$ cat config.mk
export PLATFORM = sky130hd
export DESIGN_NAME = mem_port_arbiter
export DESIGN_NICKNAME = d
export VERILOG_FILES = /design/src/rtl/mem_port_arbiter.sv
export SDC_FILE = /design/constraint.sdc
export NUM_CORES = 1
export LEC_CHECK = 0
export CAP_MARGIN = 10
export CORE_AREA = 2 2 81 83
export DETAILED_ROUTE_END_ITERATION = 16
export DIE_AREA = 0 0 83 85
export GPL_TIMING_DRIVEN = 0
export PLACE_DENSITY = 0.8
export SYNTH_ARGS = -nofsm -noshare
export SYNTH_HDL_FRONTEND = slang
export SYNTH_SLANG_ARGS = --single-unit
$ cat constraint.sdc
create_clock -name w_clk -period 3.2 [get_ports w_clk]
set_input_delay 0.32 -clock w_clk [delete_from_list [all_inputs] [get_ports w_clk]]
set_output_delay 0.32 -clock w_clk [all_outputs]
set_load 0.005 [all_outputs]
$ cat src/rtl/mem_port_arbiter.sv
// mem_port_arbiter
// Shares one single-port synchronous memory (1-cycle registered read) between
// the instruction-fetch port (IF) and the load/store port (ME). ME has fixed
// priority; a saturating starve counter forces one IF grant after STARVE_MAX
// consecutive IF denials so fetch always makes forward progress.
module mem_port_arbiter #(
  parameter int ADDR_W     = 12,
  parameter int DATA_W     = 32,
  parameter int STARVE_MAX = 4
) (
  input  logic              w_clk,
  input  logic              w_rst_n,
  input  logic              w_if_req,
  input  logic [ADDR_W-1:0] w_if_addr,
  output logic              w_if_gnt,
  output logic              w_if_rvalid,
  output logic [DATA_W-1:0] w_if_rdata,
  input  logic              w_me_req,
  input  logic              w_me_we,
  input  logic [ADDR_W-1:0] w_me_addr,
  input  logic [DATA_W-1:0] w_me_wdata,
  output logic              w_me_gnt,
  output logic              w_me_rvalid,
  output logic [DATA_W-1:0] w_me_rdata,
  output logic [ADDR_W-1:0] w_mem_addr,
  output logic              w_mem_we,
  output logic [DATA_W-1:0] w_mem_din,
  input  logic [DATA_W-1:0] w_mem_dout
);

  // Counter is 4 bits wide: STARVE_MAX is limited to 1..15.
  localparam logic [3:0] STARVE_LIM = 4'(STARVE_MAX);

  // Owner of the read currently returning from memory.
  localparam logic [1:0] OWN_NONE = 2'd0;
  localparam logic [1:0] OWN_IF   = 2'd1;
  localparam logic [1:0] OWN_ME   = 2'd2;

  logic [3:0] starve_cnt_r;
  logic [3:0] starve_cnt_nxt_s;
  logic [1:0] owner_r;
  logic [1:0] owner_nxt_s;
  logic       force_if_s;
  logic       me_gnt_s;
  logic       if_gnt_s;

  // Grant decision: ME wins unless IF has been starved STARVE_MAX cycles.
  always_comb begin
    force_if_s = w_if_req & (starve_cnt_r == STARVE_LIM);
    me_gnt_s   = w_me_req & ~force_if_s;
    if_gnt_s   = w_if_req & ~me_gnt_s;
  end

  // Memory port mux: ME drives the port only when granted, else IF address.
  always_comb begin
    if (me_gnt_s) begin
      w_mem_addr = w_me_addr;
      w_mem_we   = w_me_we;
      w_mem_din  = w_me_wdata;
    end else begin
      w_mem_addr = w_if_addr;
      w_mem_we   = 1'b0;
      w_mem_din  = {DATA_W{1'b0}};
    end
  end

  // Next-state for the starve counter and the read-owner register.
  always_comb begin
    starve_cnt_nxt_s = 4'd0;
    if (w_if_req & ~if_gnt_s) begin
      if (starve_cnt_r == STARVE_LIM) begin
        starve_cnt_nxt_s = STARVE_LIM;
      end else begin
        starve_cnt_nxt_s = starve_cnt_r + 4'd1;
      end
    end else begin
      starve_cnt_nxt_s = 4'd0;
    end

    owner_nxt_s = OWN_NONE;
    case ({if_gnt_s, me_gnt_s & ~w_me_we})
      2'b10:   owner_nxt_s = OWN_IF;
      2'b01:   owner_nxt_s = OWN_ME;
      default: owner_nxt_s = OWN_NONE;
    endcase
  end

  // State registers; reset drops any read in flight.
  always_ff @(posedge w_clk or negedge w_rst_n) begin
    if (!w_rst_n) begin
      starve_cnt_r <= 4'd0;
      owner_r      <= OWN_NONE;
    end else begin
      starve_cnt_r <= starve_cnt_nxt_s;
      owner_r      <= owner_nxt_s;
    end
  end

  assign w_if_gnt    = if_gnt_s;
  assign w_me_gnt    = me_gnt_s;
  assign w_if_rvalid = (owner_r == OWN_IF);
  assign w_me_rvalid = (owner_r == OWN_ME);
  assign w_if_rdata  = w_mem_dout;
  assign w_me_rdata  = w_mem_dout;

endmodule

======== After elaboration in Yosys (flattened, before gate mapping) ========
Index checks and enable logic that the tools add are counted.
storage, ports and cells
  bits in registers ....................... 6
  bits of input ports ..................... 93
  output and inout port bits .............. 113
  logic and storage cells ................. 23
operators by class
  add/subtract/negate cells ............... 1
  equality and inequality tests ........... 5
  muxes and demuxes ....................... 6
  bitwise operators ....................... 9
operator list
  kind                                           number
  two-way mux 32 bit                             1
  two-way mux 12 bit                             1
  two-way mux 4 bit                              2
  bitwise AND 1 bit                              5
  adder 4 x 1 -> 4 bit, second input constant    1
  == test 2 x 1 -> 1 bit, second input constant  2
  == test 2 bit, second input constant           2
  == test 4 x 3 -> 1 bit, second input constant  1
  inverter 1 bit                                 4
  case mux 2 bit (2 select lines)                1
  two-way mux 1 bit                              1

======== Longest topological paths before layout ========
  depth in word-level cells ............... 9
  gate-level depth with buffers ........... 6
  mapped depth without buffers ............ 5

======== Worst setup path before layout ========
No wires, ideal clock.
  path type ............................... register to output
  start point ............................. reg starve_cnt_r[0]
  end point ............................... out w_mem_addr[10]
  arrival ................................. 1.531 ns
  required time ........................... 2.880 ns
  slack ................................... 1.349 ns
  cell stages (with the launch flop) ...... 7
  path buffers ............................ 1
  cells stage by stage .................... dfrtp_1 -> inv_1 -> ha_1 -> and3b_1 -> a21boi_2 -> buf_4 -> mux2_2
on the way
  cells in the longest elaborated chain, start to end .. 5
ends and longest elaborated chain
  item                      RTL line  RTL
  start: declaration        39        logic [3:0] starve_cnt_r;
  start signal: assignment  94        starve_cnt_r <= starve_cnt_nxt_s;
  == test 4 x 3 -> 1 bit    49        force_if_s = w_if_req & (starve_cnt_r == STARVE_LIM);
  bitwise AND 1 bit         49
  inverter 1 bit            50        me_gnt_s = w_me_req & ~force_if_s;
  bitwise AND 1 bit         50
  two-way mux 12 bit        56        if (me_gnt_s) begin
  end: declaration          25        output logic [ADDR_W-1:0] w_mem_addr,
Every way passes these cells.

======== Worst setup path in the final report ========
Ends and elaborated chain as after synthesis.

==> summary.txt <==
Worst slew pin tran: 325 ps
Max Fclk: 0.364 GHz
Top-count cell post-synth: buf_4
CTS buffer count: 3
First-pass GRT wire length: 7.42 mm
Number of distinct library cells after synthesis: 22
Die area: 7060 um^2
Starting DRT DRC Count: 16
# setup viols final: 0
Synth-to-layout area growth: 162%
Mapped Cells: 142
Syn Nets: 237
Syn Std Cell Area: 1150 um^2
Total overflow reported by the global router: 0
Static leakage: 1.31 nW
Fillers: 570
Initial DRT Pass Iterations: 4
Die Ht: 85 um
Core Footprint: 6200 um^2
Skew final: 0.769 ps
Placement Rows: 29
# Post-CTS Setup Buffers: 0
Seq/Total Area, Yosys: 0.130
Worst EP arrival: 2430 ps
Max_slew headroom: 0.782
Async SR Flop Fraction: 1.00
IO Pins: 206
Max VDD drop: 0.000117 V
Global routing's busiest layer: met2
Dpl hpwl: 4.36 mm
Root Buffer: clkbuf_8
Slack of the critical path: 454 ps
CTS Buffer Depth: 2
Hold-fix buffers, CTS: 0
Share of layout cells above drive strength 1: 0.236
Nets: 415
Synth top area cells: buf_4 (42%), and2_1 (18%), dfrtp_1 (13%), mux2_1 (9.8%), nor2b_1 (2.7%)
Initial antenna violation count: 0
Post-synth top area share: 0.423
Top post-synthesis cells by count: buf_4 (65), and2_1 (33), mux2_1 (10), dfrtp_1 (6), nor2b_1 (5)
Worst Hold Class: in2async
Crit-path max FO: 10
Skew-Pair Late Insertion Delay: 220 ps
Via count: 1,488
GR Util met1: 0.121
Main synth FF type: dfrtp_1
# clock sinks: 6
CP required: 2880 ps
Max Cap Viol: 0
Post-Place Worst Slack: 636 ps
Vias in the first global route: 1,619
Max Transition Viols Final: 0
# DRC: 0
GPL Wtd Cong: 0.749
RSZ-0062 raised after global routing: false
YS warnings: 0
Fin crit share: 0.858
Routed WL per cell: 11.8 um
Power density cells: 178 nW/um^2
Startpoint Class: register
ANT cells: 0
Syn avg cell area: 8.12 um^2
Post-synth EDFFs: 0
GRT met3 Usage: 0.0360
H-Tree Level Count: 1
Setup_tns: 0 ps
Met2 usage: 0.257
Starting density of the core: 0.186
Power, Total: 0.537 mW
Fin crit period: 2750 ps
Crit Path Category: reg2out
WL final: 4.68 mm
Number of antenna-violating nets in the routed design: 0
Pin count of the biggest net entering global routing: 11
Status: finished, final reports clean
Post-CTS Resized: 0
Largest area contributor in the netlist: buf_4
Final Hold Fails: 0
CTS tree: built
Type of destination of the critical path: primary output
Synth Register Bits: 6
Port bufs: 173
Tot GR Track Use: 0.126
Drt via density: 3.77
CTS clk-pin slew, worst paths: 30 ps
Chip width: 83 um
## placed cells by master (no fill, tap or decap), drive strengths merged, types with 2 or more instances in the layout
cell and count:
and2 33, buf 67, clkbuf 5, clkdlybuf4s50 173
dfrtp 6, ha 2, inv 2, mux2 12
nand2b 2, nor2 2, nor2b 5
## stage by stage
stage	hold WS [ps]	area [um^2]	instances	utilization
3_5_place_dp	492	2980	392	0.480
4_1_cts	347	3020	395	0.487
2_1_floorplan	24.4	1150	142	-
6_report	341	3020	395	0.487
5_1_grt	356	3020	395	0.487
3_3_place_gp	488	2980	392	0.480
## area by class of cell
cell class              count  area (um^2)  share of cell area
repair buffers            173         1730               0.573
multi-input cells          65          480               0.159
clock buffers               3         41.3              0.0137
plain buffers              69          514               0.170
well taps                  77         96.3              0.0319
flip-flops and latches      6          150              0.0497
inverters                   2         7.51             0.00248
## power breakdown
| part | internal, mW | switching [mW] | leakage (nW) |
|---|---|---|---|
| clock | 0.0805 | 0.0296 | 0.0216 |
| sequential | 0.0788 | 0.00166 | 0.0806 |
| combinational | 0.264 | 0.0822 | 1.21 |
| total | 0.423 | 0.113 | 1.31 |
## kinds of logic after synthesis
| group | after synthesis | share of synthesized area |
|---|---|---|
| fa+ha+maj | 2 | 0.0217 |
| mux | 13 | 0.126 |
| compound gates | 2 | 0.0141 |
| flops | 6 | 0.130 |
| buf+inv | 71 | 0.453 |
| simple gates | 48 | 0.255 |
## worst paths after layout
path                                 start              end  slack [ps]  cells past startpoint
max                        starve_cnt_r[0]   w_mem_addr[10]         450                      7
min                                w_rst_n  starve_cnt_r[3]         340                      1
max reg2reg                starve_cnt_r[0]  starve_cnt_r[1]        1550                      6
min reg2reg                starve_cnt_r[0]  starve_cnt_r[0]         500                      1
max in group asynchronous          w_rst_n  starve_cnt_r[2]        2650                      1
min in group w_clk         starve_cnt_r[0]  starve_cnt_r[0]         500                      1
## per-layer routing
layer | vias up | wire [um]
met4 | 0 | 36
met1 | 661 | 1540
li1 | 733 | -
met2 | 92 | 2660
met5 | - | 0
met3 | 2 | 432
## sequential cells by signal, indices dropped and copies added (netlist names)
| name | flops |
|---|---|
| owner_r | 2 |
| starve_cnt_r | 4 |
## critical path, stage by stage (launching register included)
cell and delay (ps):
dfrtp_1 380, inv_1 60, ha_1 220, and3b_1 220
a21boi_2 310, buf_4 230, mux2_2 340, clkdlybuf4s50_1 440
(Power assumes the default switching activity.)
